--- config.mk ---
export PLATFORM = sky130hd
export DESIGN_NAME = edge_event_scheduler_flat
export DESIGN_NICKNAME = d
export VERILOG_FILES = /design/src/rtl/edge_event_scheduler_pkg.sv /design/src/rtl/edge_event_scheduler_if.sv /design/src/rtl/edge_event_scheduler_channel.sv /design/src/rtl/edge_event_scheduler.sv /design/src/flat_wrapper.sv
export SDC_FILE = /design/constraint.sdc
export NUM_CORES = 1
export LEC_CHECK = 0
export ABC_AREA = 1
export CAP_MARGIN = 0
export CORE_MARGIN = 1.5
export CORE_UTILIZATION = 56
export DETAILED_ROUTE_END_ITERATION = 8
export GPL_TIMING_DRIVEN = 0
export HOLD_SLACK_MARGIN = 0.12
export MAX_ROUTING_LAYER = met4
export PLACE_DENSITY = 0.9
export SLEW_MARGIN = 10
export SYNTH_ARGS = -nofsm -noshare
export SYNTH_HDL_FRONTEND = slang
export SYNTH_SLANG_ARGS = --single-unit
--- constraint.sdc ---
create_clock -name clk -period 2 [get_ports clk]
set_input_delay 0.4 -clock clk [delete_from_list [all_inputs] [get_ports clk]]
set_output_delay 0.4 -clock clk [all_outputs]
set_load 0.01 [all_outputs]
--- src/rtl/edge_event_scheduler_pkg.sv ---
// Shared definitions for the edge event scheduler.
//   N_DEFAULT / ID_W_DEFAULT : default channel count and index width
//   sched_state_t            : offer FSM state encoding
//   rr_next()                : round-robin search for the next pending channel
package edge_sched_pkg;

    localparam int N_DEFAULT    = 4;
    localparam int ID_W_DEFAULT = 2;

    typedef enum logic {
        IDLE  = 1'b0,
        OFFER = 1'b1
    } sched_state_t;

    // Searches ptr+1, ptr+2, ... modulo n and returns {found, index} for the
    // first set bit of pend. The loop is fixed at 16 iterations so it unrolls
    // to a constant-size priority chain for any legal n (2..16).
    function automatic logic [4:0] rr_next(input logic [15:0] pend,
                                           input int          ptr,
                                           input int          n);
        logic       found;
        logic [3:0] idx;
        int         c;
        found = 1'b0;
        idx   = 4'd0;
        for (int k = 1; k <= 16; k++) begin
            if (k <= n && !found) begin
                c = (ptr + k) % n;
                if (pend[c[3:0]]) begin
                    found = 1'b1;
                    idx   = c[3:0];
                end
            end
        end
        return {found, idx};
    endfunction

endpackage

--- src/rtl/edge_event_scheduler_if.sv ---
// Event port between the scheduler (master) and a single consumer (slave).
//   evt_valid : event offer valid            (master -> slave)
//   evt_ready : consumer accepts the offer   (slave -> master)
//   evt_id    : channel index of the event   (master -> slave)
//   evt_rise  : 1 = rising edge, 0 = falling (master -> slave)
interface edge_event_scheduler_if #(
    parameter int ID_W = 2
) ();
    logic            evt_valid;
    logic            evt_ready;
    logic [ID_W-1:0] evt_id;
    logic            evt_rise;

    modport master (output evt_valid, output evt_id, output evt_rise, input evt_ready);
    modport slave  (input evt_valid, input evt_id, input evt_rise, output evt_ready);
endinterface

--- src/rtl/edge_event_scheduler_channel.sv ---
// One input channel: edge detector, single-entry pending slot with polarity,
// and a sticky overflow flag for edges that arrive while the slot is full.
//   clk, reset      : clock, async active-high reset
//   i_sig           : sampled input (synchronous to clk)
//   i_set_ovf_clr   : clear overflow (a same-cycle new overflow wins)
//   i_retire        : this channel's event is being accepted this cycle
//   o_pending/o_pol : queued event and its polarity
//   o_overflow      : sticky lost-edge flag
module edge_channel (
    input  logic clk,
    input  logic reset,
    input  logic i_sig,
    input  logic i_set_ovf_clr,
    input  logic i_retire,
    output logic o_pending,
    output logic o_pol,
    output logic o_overflow
);
    logic r_last;
    logic r_pending;
    logic r_pol;
    logic r_overflow;
    logic w_edge;

    assign w_edge = i_sig != r_last;

    always_ff @(posedge clk or posedge reset) begin
        if (reset) begin
            r_last     <= 1'b0;
            r_pending  <= 1'b0;
            r_pol      <= 1'b0;
            r_overflow <= 1'b0;
        end else begin
            r_last <= i_sig;
            // A retiring slot is free this cycle, so a coincident edge refills it.
            if (w_edge && (!r_pending || i_retire)) begin
                r_pending <= 1'b1;
                r_pol     <= i_sig;
            end else if (i_retire) begin
                r_pending <= 1'b0;
            end
            if (w_edge && r_pending && !i_retire)
                r_overflow <= 1'b1;
            else if (i_set_ovf_clr)
                r_overflow <= 1'b0;
        end
    end

    assign o_pending  = r_pending;
    assign o_pol      = r_pol;
    assign o_overflow = r_overflow;
endmodule

--- src/rtl/edge_event_scheduler.sv ---
// Detects rising/falling edges on N synchronous inputs, holds one pending
// event per channel and serialises them round-robin onto a valid/ready port.
//   clk, reset       : clock, async active-high reset
//   i_sig            : N sampled inputs
//   i_clr_overflow   : clear all overflow flags
//   o_overflow       : per-channel sticky lost-edge flags
//   bus (master)     : evt_valid/evt_ready/evt_id/evt_rise event port
module edge_event_scheduler
    import edge_sched_pkg::*;
#(
    parameter int N    = N_DEFAULT,
    parameter int ID_W = ID_W_DEFAULT
) (
    input  logic                   clk,
    input  logic                   reset,
    input  logic [N-1:0]           i_sig,
    input  logic                   i_clr_overflow,
    output logic [N-1:0]           o_overflow,
    edge_event_scheduler_if.master bus
);
    localparam logic [N-1:0] ONE = {{(N-1){1'b0}}, 1'b1};

    sched_state_t    r_state;
    logic [ID_W-1:0] r_ptr;
    logic [ID_W-1:0] r_evt_id;
    logic            r_evt_rise;
    logic            r_evt_valid;

    logic [N-1:0]    w_pending;
    logic [N-1:0]    w_pol;
    logic [N-1:0]    w_retire;
    logic            w_handshake;
    logic [4:0]      w_sel_idle;
    logic [4:0]      w_sel_next;
    logic [ID_W-1:0] w_idle_id;
    logic [ID_W-1:0] w_next_id;

    assign w_handshake = r_evt_valid & bus.evt_ready;
    assign w_retire    = w_handshake ? (ONE << r_evt_id) : '0;

    for (genvar g = 0; g < N; g++) begin : g_ch
        edge_channel u_ch (
            .clk           (clk),
            .reset         (reset),
            .i_sig         (i_sig[g]),
            .i_set_ovf_clr (i_clr_overflow),
            .i_retire      (w_retire[g]),
            .o_pending     (w_pending[g]),
            .o_pol         (w_pol[g]),
            .o_overflow    (o_overflow[g])
        );
    end

    // Arbitration sees registered pending only; the channel being retired is
    // masked so it goes to the back of the round-robin order.
    always_comb begin
        w_sel_idle = rr_next(16'(w_pending), int'(r_ptr), N);
        w_sel_next = rr_next(16'(w_pending & ~(ONE << r_evt_id)), int'(r_evt_id), N);
        w_idle_id  = ID_W'(w_sel_idle[3:0]);
        w_next_id  = ID_W'(w_sel_next[3:0]);
    end

    always_ff @(posedge clk or posedge reset) begin
        if (reset) begin
            r_state     <= IDLE;
            r_ptr       <= ID_W'(N - 1);
            r_evt_id    <= '0;
            r_evt_rise  <= 1'b0;
            r_evt_valid <= 1'b0;
        end else begin
            case (r_state)
                IDLE: begin
                    if (w_sel_idle[4]) begin
                        r_evt_id    <= w_idle_id;
                        r_evt_rise  <= w_pol[w_idle_id];
                        r_evt_valid <= 1'b1;
                        r_state     <= OFFER;
                    end
                end
                OFFER: begin
                    if (bus.evt_ready) begin
                        r_ptr <= r_evt_id;
                        if (w_sel_next[4]) begin
                            r_evt_id   <= w_next_id;
                            r_evt_rise <= w_pol[w_next_id];
                        end else begin
                            r_evt_valid <= 1'b0;
                            r_state     <= IDLE;
                        end
                    end
                end
                default: begin
                    r_state     <= IDLE;
                    r_evt_valid <= 1'b0;
                end
            endcase
        end
    end

    assign bus.evt_valid = r_evt_valid;
    assign bus.evt_id    = r_evt_id;
    assign bus.evt_rise  = r_evt_rise;
endmodule

--- src/flat_wrapper.sv ---
// flat-port wrapper written by rule: the top's interface ports become plain ports
module edge_event_scheduler_flat import edge_sched_pkg::*;
#(
    parameter int N    = N_DEFAULT,
    parameter int ID_W = ID_W_DEFAULT
)
  (clk, reset, i_sig, i_clr_overflow, o_overflow, bus_evt_valid, bus_evt_id, bus_evt_rise, bus_evt_ready);
  edge_event_scheduler_if #(.ID_W(ID_W)) bus_i ();
  input  logic clk;
  input  logic reset;
  input  logic [N-1:0] i_sig;
  input  logic i_clr_overflow;
  output logic [N-1:0] o_overflow;
  output wire logic [$bits(bus_i.evt_valid)-1:0] bus_evt_valid;
  output wire logic [$bits(bus_i.evt_id)-1:0] bus_evt_id;
  output wire logic [$bits(bus_i.evt_rise)-1:0] bus_evt_rise;
  input wire logic [$bits(bus_i.evt_ready)-1:0] bus_evt_ready;
  assign bus_evt_valid = bus_i.evt_valid;
  assign bus_evt_id = bus_i.evt_id;
  assign bus_evt_rise = bus_i.evt_rise;
  assign bus_i.evt_ready = bus_evt_ready;
  edge_event_scheduler #(.N(N), .ID_W(ID_W)) u_core (.clk(clk), .reset(reset), .i_sig(i_sig), .i_clr_overflow(i_clr_overflow), .o_overflow(o_overflow), .bus(bus_i));
endmodule
Word-level counts from Yosys, hierarchy flattened. Index checks and enable logic that the tools add are counted.

$add $sub $neg: 8. Magnitude comparators: 10. Equality and inequality tests: 8. Shifts and indexed selects: 2. Mux-type cells: 78. Bitwise logic cells: 12. Reductions and logical operators: 43.

Operator list (number): two-way mux 1 bit (46); less-than comparator 4 x 5 -> 1 bit, second input constant (8); two-way mux 2 bit (17); binary-select mux 1 bit (select 3 bit) (8); AND 4 x 16 -> 16 bit (1); NOT 16 bit (1); nonzero test 2 bit (8); OR reduction 2 bit (8); left shift 1 x 2 -> 16 bit, first input constant (1); logical AND 1 bit (12); adder 2 x 1 -> 2 bit, second input constant (4); adder 2 bit, second input constant (4); AND 1 bit, first input constant (8); zero test 1 bit (8); less-than comparator 2 x 3 -> 1 bit, second input constant (2); != test 2 bit, second input constant (3); one-hot mux 1 bit (2 select lines) (3); AND reduction 3 bit (2); binary-select mux 1 bit (select 2 bit) (2); logical OR 1 bit (4); two-way mux 4 bit (1); != test 1 bit (4); one-hot mux 2 bit (2 select lines) (1); left shift 1 x 2 -> 4 bit, first input constant (1); 4 further kinds (4).

Register bits after elaboration: 23. Output and inout port bits: 8. Logic and storage cells: 182.

Depth between registers and ports, before layout.
Depth after elaboration: 17. Gate-level depth with buffers: 18. Mapped depth without buffers: 17.

Hierarchy. A second synthesis with hierarchy kept.

Cell total of the unflattened synthesis: 259. Area, all modules: 1675.4 um^2.

By module, submodules not included: edge_event_scheduler (times used 1, cells an instance 167, area each 979.7 um^2, sequential area each 177.7 um^2); edge_channel (times used 4, cells an instance 23, area each 173.9 um^2, sequential area each 100.1 um^2).

Worst setup path after synthesis. No wires, ideal clock.

Kind: register -> register. From: register u_core.r_evt_id[0] (netlist: u_core.bus.evt_id[0]). To: register u_core.r_evt_rise (netlist: u_core.bus.evt_rise). Library setup time: 116 ps. Arrival: 1811 ps. Required time: 1884 ps. Path slack: 72 ps. Cell stages (with the launch flop): 17. Path buffers: 1. Period minus slack after synthesis: 1928 ps. Path through: dfrtp_1 -> buf_6 -> inv_6 -> ha_1 -> inv_1 -> nand2_1 -> nand2_1 -> nor2_2 -> nand3_2 -> nand2_1 -> nand2_2 -> nand2_1 -> nand3_1 -> nand3_1 -> nand2_1 -> nand2_1 -> nand2_1.

Word-level cells in the longest chain between the ends: 17. Elaborated cells between the ends (all ways): 44. Classes of those cells: 4 x add/sub; 1 x eq/ne; 1 x shift; 27 x mux; 6 x bitwise; 5 x reduce/logical.

RTL lines: from (decl) (RTL line edge_event_scheduler.sv:25) `logic [ID_W-1:0] r_evt_id;`; from (signal assigned) (RTL line edge_event_scheduler.sv:74) `r_evt_id <= w_idle_id;`; from (signal assigned) (RTL line edge_event_scheduler.sv:84) `r_evt_id <= w_next_id;`; adder 2 x 1 -> 2 bit or left shift 1 x 2 -> 16 bit (tied branches) (RTL line edge_event_scheduler_pkg.sv:28, edge_event_scheduler.sv:58); OR reduction 2 bit (no source line) or NOT 16 bit (tied branches); AND 1 bit (no source line) or AND 4 x 16 -> 16 bit (tied branches); binary-select mux 1 bit (select 3 bit) (RTL line edge_event_scheduler_pkg.sv:29) `if (pend[c[3:0]]) begin`; two-way mux 1 bit (not written as such) (RTL line edge_event_scheduler_pkg.sv:29); two-way mux 2 bit (2 in series) (RTL line edge_event_scheduler_pkg.sv:29); two-way mux 2 bit (RTL line edge_event_scheduler_pkg.sv:27) `if (k <= n && !found) begin`; two-way mux 2 bit (RTL line edge_event_scheduler_pkg.sv:29); two-way mux 2 bit (RTL line edge_event_scheduler_pkg.sv:27); two-way mux 2 bit (RTL line edge_event_scheduler_pkg.sv:29); two-way mux 2 bit (RTL line edge_event_scheduler_pkg.sv:27); binary-select mux 1 bit (select 2 bit) (RTL line edge_event_scheduler.sv:85) `r_evt_rise <= w_pol[w_next_id];`; two-way mux 1 bit (not written as such) (RTL line edge_event_scheduler.sv:85); two-way mux 1 bit (RTL line edge_event_scheduler.sv:83) `if (w_sel_next[4]) begin`; two-way mux 1 bit (RTL line edge_event_scheduler.sv:81) `if (bus.evt_ready) begin`; one-hot mux 1 bit (2 select lines) (RTL line edge_event_scheduler.sv:71) `case (r_state)`; to (signal assigned) (RTL line edge_event_scheduler.sv:75) `r_evt_rise <= w_pol[w_idle_id];`; to (signal assigned) (RTL line edge_event_scheduler.sv:85); to (decl) (RTL line edge_event_scheduler.sv:26) `logic r_evt_rise;`.

Parallel ways exist; a longest one is shown, timed or not. The select of a mux whose other input is x is not followed. A chain may end at the register's enable or synchronous reset.

Worst setup path after layout. Same ends and word-level chain as after synthesis.

==> run summary <==
The endpoint required time on the critical path is 2220 ps. The number of antenna violations at the first check in global routing is 0. Setup repair after global routing could not meet its margin everywhere.

Summing all multi-input logic gate instances after layout gives 872 µm². The first-pass iteration count of the detailed router came out at 5. Wires add up to 3550 µm.

In this run the critical register-to-register path is captured at u_core.bus.evt_rise$_DFFE_PP0P_. The number of I/O port buffers is 15. Yosys printed 0 warnings. The max-slew violation count came to 0.

The signal arrival time at the worst endpoint is 2200 ps. The leftover overflow at the end of global routing is 0. The setup slack at placement is -108 ps.

The total clock sinks came out at 23. The most critical setup path has its endpoint at u_core.bus.evt_rise$_DFFE_PP0P_. The non-filler instance count after layout is 283.

The origin of the critical flop-to-flop path is u_core.bus.evt_id[0]$_DFFE_PP0P_. The worst setup path is captured at a flop. After detailed placement, the design holds a cell count of 273. The detail route stage leaves a number of antenna-violating nets equal to 0. Dividing the detail-routed via count by the number of cells gives 5.37. The die boundary width is 56.2 µm.

The routed design could run at a clock period as short as 1990 ps. The synthesized cell area is 1580 µm². Setup violations remaining at the end of the flow were counted as 0.

At the later pin of the worst-skew pair, clock insertion delay measures 310 ps. Clock skew on the completed layout was measured at 2.59 ps. The combined flip-flop and latch cell area is 579 µm². The run finished with clean final reports.

After the last flow step, the layout net total stands at 265. The floorplan step defined a core boundary enclosing 2710 µm². In this run the worst hold path is classified as reg2reg. In the final routed layout, each cell accounts on average for 12.5 µm. The number of buffers created by CTS came out at 3. The largest net degree at the start of global routing came out at 24. The DRC violations left is 0. Fill cells in the final layout number 202. The count of unique library cells instantiated by Yosys came out at 26. Across every metal layer, demand over resource in global routing totals 0.232.

The tree is rooted in a clkbuf_4. The total inserted antenna cells is 0. Of the synthesized area, sequential elements account for 0.365. The total die area came out at 3160 µm². The layout overhead on the synthesized area came out at 21.6%.

In this run the mean area of a mapped cell was 6.98 µm². Buffers inserted to repair hold after CTS numbered 0. In this run the register-to-register setup slack is 10 ps. The initial cell density of the core is 0.584.

The maximum clock frequency is 0.503 GHz. The worst-margin pin slew is 841 ps. The clock tree from TritonCTS is done. Of the cells placed in the final design, the portion with a size suffix greater than 1 is 0.246. The I/O pin count is 16.

Dividing the final minimum period by the clock period gives 0.993. The final critical-path setup slack is 13.1 ps. The wire length of the first global-routing pass came out at 5700 µm. The post-synthesis net count came out at 239. The synthesized instance count came out at 227. The buffer levels on the longest clock path came out at 2. The die height came out at 56.2 µm. The flip-flop and latch count after synthesis came out at 23. The number of violations reported at the end of detailed-routing iteration 0 came out at 103. The row count came out at 19.

The start point of the critical path is u_core.bus.evt_id[0]$_DFFE_PP0P_. The worst reg-to-reg path cell count came out at 17. The via count of the first global-routing pass was 1,358. After routing the design area is 1930 µm².

CTS built an H-tree with a depth of 1. The cell area after placement came out at 1770 µm². The count of vias placed by the detailed router came out at 1,521. The final core area utilization is 0.711. The worst setup path is launched from a flop. Of all nets on the critical path, the largest fanout is 4. The tool flagged a number of max-cap violations equal to 0. The class of the most critical setup path is reg2reg. The final weighted congestion in routability-driven placement is 0.885. The final number of hold-violating endpoints came out at 0. The clock input transition at the sequential cells of the worst setup and hold paths is 120 ps. The headroom to the max-slew limit is 0.438.

Once detailed placement completed, the half-perimeter wirelength came to 2450 µm.
[cell usage in the layout, fill, tap and decap left out]
cell	instances
clkdlybuf4s50_1	15
dfrtp_2	1
buf_6	2
clkbuf_4	3
xor2_1	4
o21ai_1	1
o21ai_2	1
buf_4	10
ha_4	2
dfstp_2	2
inv_8	1
o211ai_1	1
nor2_2	2
a21oi_1	3
nand4_1	2
nand2_1	69
clkbuf_1	1
a21oi_2	1
nor2_1	5
o22ai_1	1
inv_1	30
o21a_1	2
nand2_2	19
inv_6	1
nand3_1	19
and2_1	1
inv_2	6
o21ai_0	14
nand3_2	8
inv_4	1
ha_1	2
nor2_4	2
dfrtp_1	20
[kinds of logic (layout without fill, tap and decap cells)]
| logic type | after synthesis | after routing | share of synthesized area |
|---|---|---|---|
| AO/OA/AOI/OAI | 24 | 24 | 0.0861 |
| adder cells (fa/ha/maj) | 4 | 4 | 0.0316 |
| AND/OR/NAND/NOR | 127 | 127 | 0.363 |
| XOR/XNOR | 4 | 4 | 0.0221 |
| flip-flops | 23 | 23 | 0.365 |
| buffers and inverters | 45 | 70 | 0.132 |
[worst max-delay path, cell delays in order, from the launching register on]
cell and delay, ps:
dfrtp_1 420, buf_6 140, inv_8 70, ha_4 210, inv_1 100, nand3_1 100
nand2_2 110, nand3_2 90, nand2_2 110, nor2_2 50, nand2_2 90, nand2_2 70
nand2_1 70, nand3_1 60, nand3_1 80, nand2_1 50, nand2_1 50, nand2_1 50
[per-layer routing]
layer,global-route usage,share of wire,up-vias
li1,-,-,752
met4,0.0544,0.021,0
met1,0.315,0.44,709
met3,0.0163,0.059,11
met5,-,0,-
met2,0.382,0.48,49
[metrics by stage]
step / setup TNS, ps / hold slack, ps
finish: 0 / 519
global route: -204 / 560
CTS: 0 / 523
detailed placement: -151 / 481
global placement: -116 / 479
floorplan: 0 / 400
[registers in the layout, indices dropped and copies added (netlist names)]
signal / count
u_core.bus.evt_id: 2
u_core.r_state: 1
u_core.g_ch.u_ch.o_pending: 4
u_core.bus.evt_valid: 1
u_core.g_ch.u_ch.o_pol: 4
u_core.bus.evt_rise: 1
u_core.r_ptr: 2
u_core.g_ch.u_ch.o_overflow: 4
u_core.g_ch.u_ch.r_last: 4
[cells in the mapped netlist, drive strengths merged]
cell type	n	area (µm²)
nor2	9	46.3
dfstp	2	52.6
nand3	27	155
o21ai	16	83.8
o22ai	1	6.26
dfrtp	21	526
xor2	4	35.0
inv	39	156
nand4	2	12.5
o21a	2	15.0
and2	1	6.26
a21oi	4	23.8
ha	4	50.1
o211ai	1	7.51
buf	6	52.6
nand2	88	355
[how the worst min path moves through the flow]
| stage | start | cells after the start | slack [ps] | end |
|---|---|---|---|---|
| 2_1_floorplan | reset | 1 | 400 | u_core.bus.evt_id[0]$_DFFE_PP0P_ |
| 3_3_place_gp | u_core.bus.evt_rise$_DFFE_PP0P_ | 2 | 480 | u_core.bus.evt_rise$_DFFE_PP0P_ |
| 3_5_place_dp | u_core.bus.evt_rise$_DFFE_PP0P_ | 2 | 480 | u_core.bus.evt_rise$_DFFE_PP0P_ |
| 4_1_cts | u_core.bus.evt_rise$_DFFE_PP0P_ | 2 | 520 | u_core.bus.evt_rise$_DFFE_PP0P_ |
| 5_1_grt | u_core.bus.evt_rise$_DFFE_PP0P_ | 2 | 560 | u_core.bus.evt_rise$_DFFE_PP0P_ |
| 6_report | u_core.bus.evt_rise$_DFFE_PP0P_ | 2 | 520 | u_core.bus.evt_rise$_DFFE_PP0P_ |
[cell type report]
| class | instances | share of cell area |
|---|---|---|
| timing repair buffer | 21 | 0.101 |
| sequential | 23 | 0.301 |
| buffer | 6 | 0.0273 |
| tap | 31 | 0.0201 |
| multi-input combinational | 159 | 0.453 |
| clock buffer | 4 | 0.0136 |
| inverter | 39 | 0.0838 |
[what timing repair did]
action,in CTS,in global routing
setup endpoints to repair,3,3
resized for setup,5,20
hold endpoints to repair,0,0
cloned,0,0
pin swaps,3,12
setup buffers,4,2
Power is not shown: default switching activity piles up to over one toggle a cycle in this logic, so the estimate is an artifact.
